File: src/rtl/calc_pkg.sv
// Shared key codes, ALU op encodings and sequencer states for the calculator control path.
package calc_pkg;

  localparam logic [3:0] KEY_ADD = 4'd10;
  localparam logic [3:0] KEY_SUB = 4'd11;
  localparam logic [3:0] KEY_MUL = 4'd12;
  localparam logic [3:0] KEY_DIV = 4'd13;
  localparam logic [3:0] KEY_EQ  = 4'd14;
  localparam logic [3:0] KEY_CLR = 4'd15;

  localparam logic [1:0] OP_ADD = 2'b00;
  localparam logic [1:0] OP_SUB = 2'b01;
  localparam logic [1:0] OP_MUL = 2'b10;
  localparam logic [1:0] OP_DIV = 2'b11;

  localparam logic [15:0] ERR_PATTERN = 16'hEEEE;

  typedef enum logic [2:0] {S_A, S_OP, S_B, S_EXEC, S_RES, S_ERR} state_t;

  // Operator keys are contiguous, so the op code is the offset from KEY_ADD.
  function automatic logic [1:0] key_to_op(input logic [3:0] key);
    return 2'(key - KEY_ADD);
  endfunction

endpackage

File: src/rtl/calc_digit_acc.sv
// Decimal entry step: acc_out = acc_in*10 + digit, or acc_in unchanged when that exceeds MAX_OPERAND.
module calc_digit_acc #(
  parameter int DATA_W      = 16,
  parameter int MAX_OPERAND = 9999
) (
  input  logic [DATA_W-1:0] acc_in,
  input  logic [3:0]        digit,
  output logic [DATA_W-1:0] acc_out,
  output logic              acc_ok
);

  logic [DATA_W+3:0] sum;

  always_comb begin
    sum     = ({4'b0, acc_in} * (DATA_W+4)'(10)) + {{DATA_W{1'b0}}, digit};
    acc_ok  = (sum <= (DATA_W+4)'(MAX_OPERAND));
    acc_out = acc_ok ? sum[DATA_W-1:0] : acc_in;
  end

endmodule

File: src/rtl/calc_seq_ctrl.sv
// Calculator sequencer: key entry into A/op/B, ALU start/done handshake, result latch and history strobes.
// Define CALC_AUTO_SAVE_EN to push every successful result into history automatically.
module calc_seq_ctrl
  import calc_pkg::*;
#(
  parameter int DATA_W      = 16,
  parameter int MAX_OPERAND = 9999,
  parameter int ALU_TIMEOUT = 15
) (
  input  logic              clk,
  input  logic              rst_n,
  input  logic              key_valid,
  input  logic [3:0]        key_code,
  input  logic              save_key,
  input  logic              alu_done,
  input  logic              alu_err,
  input  logic [DATA_W-1:0] alu_result,
  output logic [DATA_W-1:0] operand_a,
  output logic [DATA_W-1:0] operand_b,
  output logic [1:0]        op_code,
  output logic              alu_start,
  output logic              hist_equal,
  output logic              hist_save,
  output logic [DATA_W-1:0] hist_result,
  output logic [DATA_W-1:0] disp_val,
  output logic              err,
  output logic              busy
);

  localparam int TMO_W = $clog2(ALU_TIMEOUT + 1);
  localparam logic [TMO_W-1:0] TMO_LAST = TMO_W'(ALU_TIMEOUT - 1);

  // states: S_A enter A | S_OP op chosen | S_B enter B | S_EXEC wait ALU | S_RES result shown | S_ERR error
  state_t            state_q, state_d;
  logic [DATA_W-1:0] a_q, a_d, b_q, b_d, hist_q, hist_d, disp_q, disp_d;
  logic [1:0]        op_q, op_d;
  logic [TMO_W-1:0]  tmo_q, tmo_d;
  logic              start_q, start_d, heq_q, heq_d, hsave_q, hsave_d;
  logic              err_q, err_d, busy_q, busy_d;

  logic              is_digit, is_op, is_eq, is_clr;
  logic [DATA_W-1:0] acc_out;
  logic              acc_ok;

  assign is_digit = key_valid && (key_code < KEY_ADD);
  assign is_op    = key_valid && (key_code >= KEY_ADD) && (key_code <= KEY_DIV);
  assign is_eq    = key_valid && (key_code == KEY_EQ);
  assign is_clr   = key_valid && (key_code == KEY_CLR);

  calc_digit_acc #(
    .DATA_W      (DATA_W),
    .MAX_OPERAND (MAX_OPERAND)
  ) u_acc (
    .acc_in  ((state_q == S_B) ? b_q : a_q),
    .digit   (key_code),
    .acc_out (acc_out),
    .acc_ok  (acc_ok)
  );

  always_comb begin
    state_d = state_q;
    a_d     = a_q;
    b_d     = b_q;
    op_d    = op_q;
    hist_d  = hist_q;
    tmo_d   = tmo_q;
    start_d = 1'b0;
    heq_d   = 1'b0;

    if (is_clr) begin
      a_d     = '0;
      b_d     = '0;
      op_d    = OP_ADD;
      state_d = S_A;
    end else begin
      case (state_q)
        S_A: begin
          if (is_digit) begin
            a_d = acc_out;
          end else if (is_op) begin
            op_d    = key_to_op(key_code);
            state_d = S_OP;
          end
        end
        S_OP: begin
          if (is_op) begin
            op_d = key_to_op(key_code);
          end else if (is_digit) begin
            b_d     = DATA_W'(key_code);
            state_d = S_B;
          end
        end
        S_B: begin
          if (is_digit) begin
            b_d = acc_out;
          end else if (is_eq) begin
            start_d = 1'b1;
            tmo_d   = '0;
            state_d = S_EXEC;
          end
        end
        S_EXEC: begin
          if (alu_done) begin
            if (alu_err) begin
              state_d = S_ERR;
            end else begin
              hist_d  = alu_result;
              heq_d   = 1'b1;
              state_d = S_RES;
            end
          end else if (tmo_q == TMO_LAST) begin
            state_d = S_ERR;
          end else begin
            tmo_d = tmo_q + TMO_W'(1);
          end
        end
        S_RES: begin
          if (is_digit) begin
            a_d     = DATA_W'(key_code);
            b_d     = '0;
            state_d = S_A;
          end else if (is_op) begin
            a_d     = hist_q;
            op_d    = key_to_op(key_code);
            state_d = S_OP;
          end
        end
        S_ERR:   ;
        default: state_d = S_A;
      endcase
    end

`ifdef CALC_AUTO_SAVE_EN
    hsave_d = heq_q;
`else
    // A key in the same cycle takes precedence over a save request.
    hsave_d = (state_q == S_RES) && save_key && !key_valid;
`endif

    err_d  = (state_d == S_ERR);
    busy_d = (state_d == S_EXEC);
    case (state_d)
      S_A, S_OP:   disp_d = a_d;
      S_B, S_EXEC: disp_d = b_d;
      S_RES:       disp_d = hist_d;
      default:     disp_d = DATA_W'(ERR_PATTERN);
    endcase
  end

`ifdef CALC_AUTO_SAVE_EN
  logic unused_save_key;
  assign unused_save_key = save_key;
`endif

  always_ff @(posedge clk or negedge rst_n) begin
    if (!rst_n) begin
      state_q <= S_A;
      a_q     <= '0;
      b_q     <= '0;
      op_q    <= OP_ADD;
      hist_q  <= '0;
      disp_q  <= '0;
      tmo_q   <= '0;
      start_q <= 1'b0;
      heq_q   <= 1'b0;
      hsave_q <= 1'b0;
      err_q   <= 1'b0;
      busy_q  <= 1'b0;
    end else begin
      state_q <= state_d;
      a_q     <= a_d;
      b_q     <= b_d;
      op_q    <= op_d;
      hist_q  <= hist_d;
      disp_q  <= disp_d;
      tmo_q   <= tmo_d;
      start_q <= start_d;
      heq_q   <= heq_d;
      hsave_q <= hsave_d;
      err_q   <= err_d;
      busy_q  <= busy_d;
    end
  end

  assign operand_a   = a_q;
  assign operand_b   = b_q;
  assign op_code     = op_q;
  assign alu_start   = start_q;
  assign hist_equal  = heq_q;
  assign hist_save   = hsave_q;
  assign hist_result = hist_q;
  assign disp_val    = disp_q;
  assign err         = err_q;
  assign busy        = busy_q;

endmodule

File: config.mk
export PLATFORM = sky130hd
export DESIGN_NAME = calc_seq_ctrl
export DESIGN_NICKNAME = d
export VERILOG_FILES = /design/src/rtl/calc_pkg.sv /design/src/rtl/calc_digit_acc.sv /design/src/rtl/calc_seq_ctrl.sv
export SDC_FILE = /design/constraint.sdc
export NUM_CORES = 1
export LEC_CHECK = 0
export BUFFER_PORTS_ARGS = -buffer_cell sky130_fd_sc_hd__buf_2
export CORE_ASPECT_RATIO = 1.2
export CORE_UTILIZATION = 55
export CTS_CLUSTER_SIZE = 40
export DETAILED_ROUTE_END_ITERATION = 10
export PLACE_DENSITY = 0.78
export SLEW_MARGIN = 20
export SYNTH_ARGS = -nofsm -noshare
export SYNTH_HDL_FRONTEND = slang
export SYNTH_HIERARCHICAL = 1
export SYNTH_SLANG_ARGS = --single-unit
File: constraint.sdc
create_clock -name clk -period 10.7 [get_ports clk]
set_clock_uncertainty 0.05 [all_clocks]
set_input_delay 0.535 -clock clk [delete_from_list [all_inputs] [get_ports clk]]
set_output_delay 0.535 -clock clk [all_outputs]
set_load 0.03 [all_outputs]
# Yosys cells after proc, flatten, opt, wreduce, memory -nomap -nowiden

Index checks and enable logic that the tools add are counted.
W data, S select, Z words.

Bits in registers: 78
Output and inout bits: 71
Word-level logic and storage cells: 103
Bits of input ports: 26

Bitwise gates (word level): 1
Equality and inequality tests: 18
Multipliers: 1
Reductions and logical operators: 17
Muxes and demuxes: 47
$add $sub $neg: 3
Magnitude comparators: 4

Operator list:

| kind                    | count |
|---|---|
| $mux W16                | 15 |
| $pmux W16 S3            | 2 |
| $pmux W16 S2            | 1 |
| $mux W3                 | 10 |
| $add A20 B4 Y20         | 1 |
| $le A20 B14 Y1 const B  | 1 |
| $mul A16 B3 Y19 const B | 1 |
| $pmux W3 S6             | 1 |
| $mux W4                 | 4 |
| $eq A3 B2 Y1 const B    | 4 |
| $eq A3 B3 Y1 const B    | 4 |
| $eq A4 B4 Y1 const B    | 3 |
| $mux W1                 | 9 |
| $ne A2 B2 Y1 const B    | 4 |
| $pmux W4 S2             | 1 |
| $logic_and A1 B1 Y1     | 7 |
| $eq A3 B1 Y1 const B    | 2 |
| $logic_not A3 Y1        | 2 |
| $mux W2                 | 3 |
| $reduce_and A6 Y1       | 1 |
| $reduce_or A2 Y1        | 3 |
| $add A4 B1 Y4 const B   | 1 |
| $ge A4 B4 Y1 const B    | 1 |
| $le A4 B4 Y1 const B    | 1 |
| 9 further kinds         | 9 |

# Depth between registers and ports, before layout

Depth in word-level cells: 10
Mapped depth: 22
Depth with buffers taken out: 20

# Cells and area by module

The synthesis kept the hierarchy.

Modules (own cells, without submodules):

| module         | seq. area each (µm²) | times used | cells an instance | area each (µm²) |
|---|---|---|---|---|
| calc_seq_ctrl  | 1951.9               | 1          | 416               | 4339.2 |
| calc_digit_acc | 0.0                  | 1          | 212               | 1736.7 |

# Worst setup path after synthesis

OpenSTA, ideal clock, no wires.

Path kind: flip-flop to flip-flop
Start: register state_q[0]
End: register disp_q[1], in the netlist disp_val[1]
Setup time: 126 ps
Buffers on the path: 2
Stages on the path, launching flop included: 23
Period minus slack after synthesis: 6008 ps
Arrival time: 5832 ps
Slack: 4692 ps
Data required time: 10524 ps
Cells stage by stage: dfrtp_1 buf_2 or3b_1 buf_2 mux2_2 ha_1 ha_1 inv_1 fa_1 nand2b_1 nor4_2 or3b_4 or3b_1 a311o_1 a211oi_2 nor3_2 o2111ai_4 mux2_2 or3b_2 a21oi_1 o21ai_0 a211o_1 o311a_1

Word-level cells in the longest chain between the ends: 10
Elaborated cells on any way between the ends: 38
Those cells by class: add/sub: 1; mul: 1; order compare: 1; eq/ne: 9; mux: 22; reduce/logical: 4

Ends and longest elaborated chain:

| what                                         | RTL line                                 | source |
|---|---|---|
| start: declaration                           | calc_seq_ctrl.sv:34                      | `state_t state_q, state_d;` |
| start signal: assignment                     | calc_seq_ctrl.sv:170                     | `state_q <= state_d;` |
| $eq A3 B2 Y1 *                               | calc_seq_ctrl.sv:54                      | `.acc_in ((state_q == S_B) ? b_q : a_q),` |
| $mux W16 *                                   | calc_seq_ctrl.sv:54                      |  |
| $mul A16 B3 Y19                              | calc_digit_acc.sv:15                     | `sum = ({4'b0, acc_in} * (DATA_W+4)'(10)) + {{DATA_W{1'b0}}, digit};` |
| $add A20 B4 Y20                              | calc_digit_acc.sv:15                     |  |
| $le A20 B14 Y1                               | calc_digit_acc.sv:16                     | `acc_ok = (sum <= (DATA_W+4)'(MAX_OPERAND));` |
| $mux W16 *                                   | calc_digit_acc.sv:17                     | `acc_out = acc_ok ? sum[DATA_W-1:0] : acc_in;` |
| via acc_out[1]                               | calc_seq_ctrl.sv:42                      | `logic [DATA_W-1:0] acc_out;` |
| $mux W16 (on tied branches)                  | calc_seq_ctrl.sv:94, calc_seq_ctrl.sv:78 |  |
| $pmux W16 S3 or $pmux W16 S2 (tied branches) | calc_seq_ctrl.sv:76                      | `case (state_q)` |
| $mux W16                                     | calc_seq_ctrl.sv:70                      | `if (is_clr) begin` |
| $pmux W16 S3 *                               | calc_seq_ctrl.sv:142                     | `case (state_d)` |
| via disp_d[1]                                | calc_seq_ctrl.sv:35                      | `logic [DATA_W-1:0] a_q, a_d, b_q, b_d, hist_q, hist_d, disp_q, disp_d;` |
| end signal: assignment                       | calc_seq_ctrl.sv:175                     | `disp_q <= disp_d;` |
| end: declaration                             | calc_seq_ctrl.sv:35                      |  |

Mark *: on every way through the listed nets, which the timed path passes. The rest lies on a longest branch.
A chain may end at the register's enable or synchronous reset.

# Final worst setup path

Start: register state_q[2]
End: register disp_q[1], in the netlist disp_val[1]

The elaborated chain is that of the path after synthesis.

==> run metrics <==
Die Area 11500 um2; DR pass1 iterations 8; CP required 10860 ps; clk buf depth 2; Synth warnings 6; chip height 117 um; Setup TNS 0 ps; I/O Buffers 96; Worst-Margin Slew 975 ps; hold buffer count at cts 0; placed inst area 6510 um2; drt drc 9; hold violation total from the final report 0; final setup fails 0; Final ANT Viol Nets 0; vias in the first global route 5378; post-CTS setup buffer count 0; Num CTS Buffers 9; failing checks DRC; initial antenna violation count 0; Ant. Diodes 0; synthesized instance count 627; H-tree levels 3; CP startpoint kind flop; Hold Path Class input port to async pin; routability cong. 0.929; crit path kind flop to flop; gr usage total 0.305; outcome finished with violations; worst-path maximum fanout 26; DR vias 5668; worst path arrival time 7490 ps; max_cap viols 0; GR Overflow Total 0; area of the core 10600 um2; Clock Latency Late Sink 340 ps; fin. max-slew vios 0; CTS clk-pin slew, worst paths 60 ps; final period utilization 0.685; commonest non-fill, non-tap cells in the layout 95 x buf_2, 78 x dfrtp_1, 42 x nand2_1, 34 x nor2_1, 33 x ha_1; pin count of the biggest net entering global routing 79; row count 41; RSZ-0062 raised after global routing false; hpwl dp 12800 um; Synth Net Count 688; mapped cell area 6070 um2; Final nets 753; cts repair resizes 0; crit end category flop; starting DRC count in detailed routing 687; fmax 136 MHz; drt via density 6.86; final WL 17300 um; I/O pins 97; most common cell after layout, fill and taps aside buf_2; share of cells above drive strength 1 0.273; CTS sink cnt 78; Initial Util 0.572; first-pass GRT wire length 27600 um; Layout area overhead 12.3%; CTS tree done; die span in x 97.9 um; Root Buffer Master clkbuf_16; Slew headroom 0.350; wire length per cell 21.0 um; fin area 6820 um2; syn_area_per_cell 9.68 um2; min Tclk post-route 7330 ps
## per-layer routing
layer	global-route usage	routed length, um	vias to the layer above
li1	-	-	2539
met3	0.0523	1560	50
met2	0.517	8340	329
met4	0.123	486	0
met5	0	0	-
met1	0.392	6920	2750
## state kept, by name, summed over array words and instances (netlist names)
| signal | count |
|---|---|
| op_code | 2 |
| alu_start | 1 |
| tmo_q | 4 |
| operand_b | 16 |
| err | 1 |
| state_q | 3 |
| disp_val | 16 |
| busy | 1 |
| operand_a | 16 |
| hist_save | 1 |
| hist_result | 16 |
| hist_equal | 1 |
## worst max-delay path: stages (launching register included)
cell and delay, ps:
dfrtp_1 800, or3b_1 780, mux2_2 460, ha_1 310
ha_1 220, inv_1 70, fa_1 460, nand2b_1 200
nor4_2 300, or3b_4 450, or3b_1 380, a311o_1 370
a211oi_2 270, nor3_2 90, o2111ai_4 260, mux2_2 440
or3b_2 450, a21oi_1 170, o21ai_0 180, a211o_1 350
o311a_1 110
## through the flow
stage / utilization / setup WS [ps] / instances / hold WS (ps)
floorplan: - / 4690 / 627 / 189
global placement: 0.613 / 3780 / 810 / 445
detailed placement: 0.613 / 3650 / 810 / 455
CTS: 0.642 / 3550 / 826 / 344
global route: 0.642 / 3100 / 826 / 391
finish: 0.642 / 3370 / 826 / 310
## final timing paths
| check | start | to | slack [ps] | cells after the start |
|---|---|---|---|---|
| min in group clk | save_key | hist_save | 380 | 2 |
| min reg2reg | op_code[1] | op_code[1] | 480 | 2 |
| max | state_q[2] | disp_val[1] | 3370 | 20 |
| max reg2reg | state_q[2] | disp_val[1] | 3370 | 20 |
| min | rst_n | tmo_q[3] | 310 | 1 |
| max in group asynchronous | rst_n | operand_a[3] | 9670 | 1 |
## final cells by class
cell class / count / area [um2]
Clock buffer: 11 / 243
Clock inverter: 5 / 57.6
Fill cell: 832 / 3800
Inverter: 24 / 90.1
Multi-Input combinational cell: 480 / 3810
Sequential cell: 78 / 1950
Tap cell: 129 / 161
Timing Repair Buffer: 99 / 505
Power is left out: the tool's default activity adds up to more than one toggle a clock period on the data nets, which glitch-free logic cannot reach.
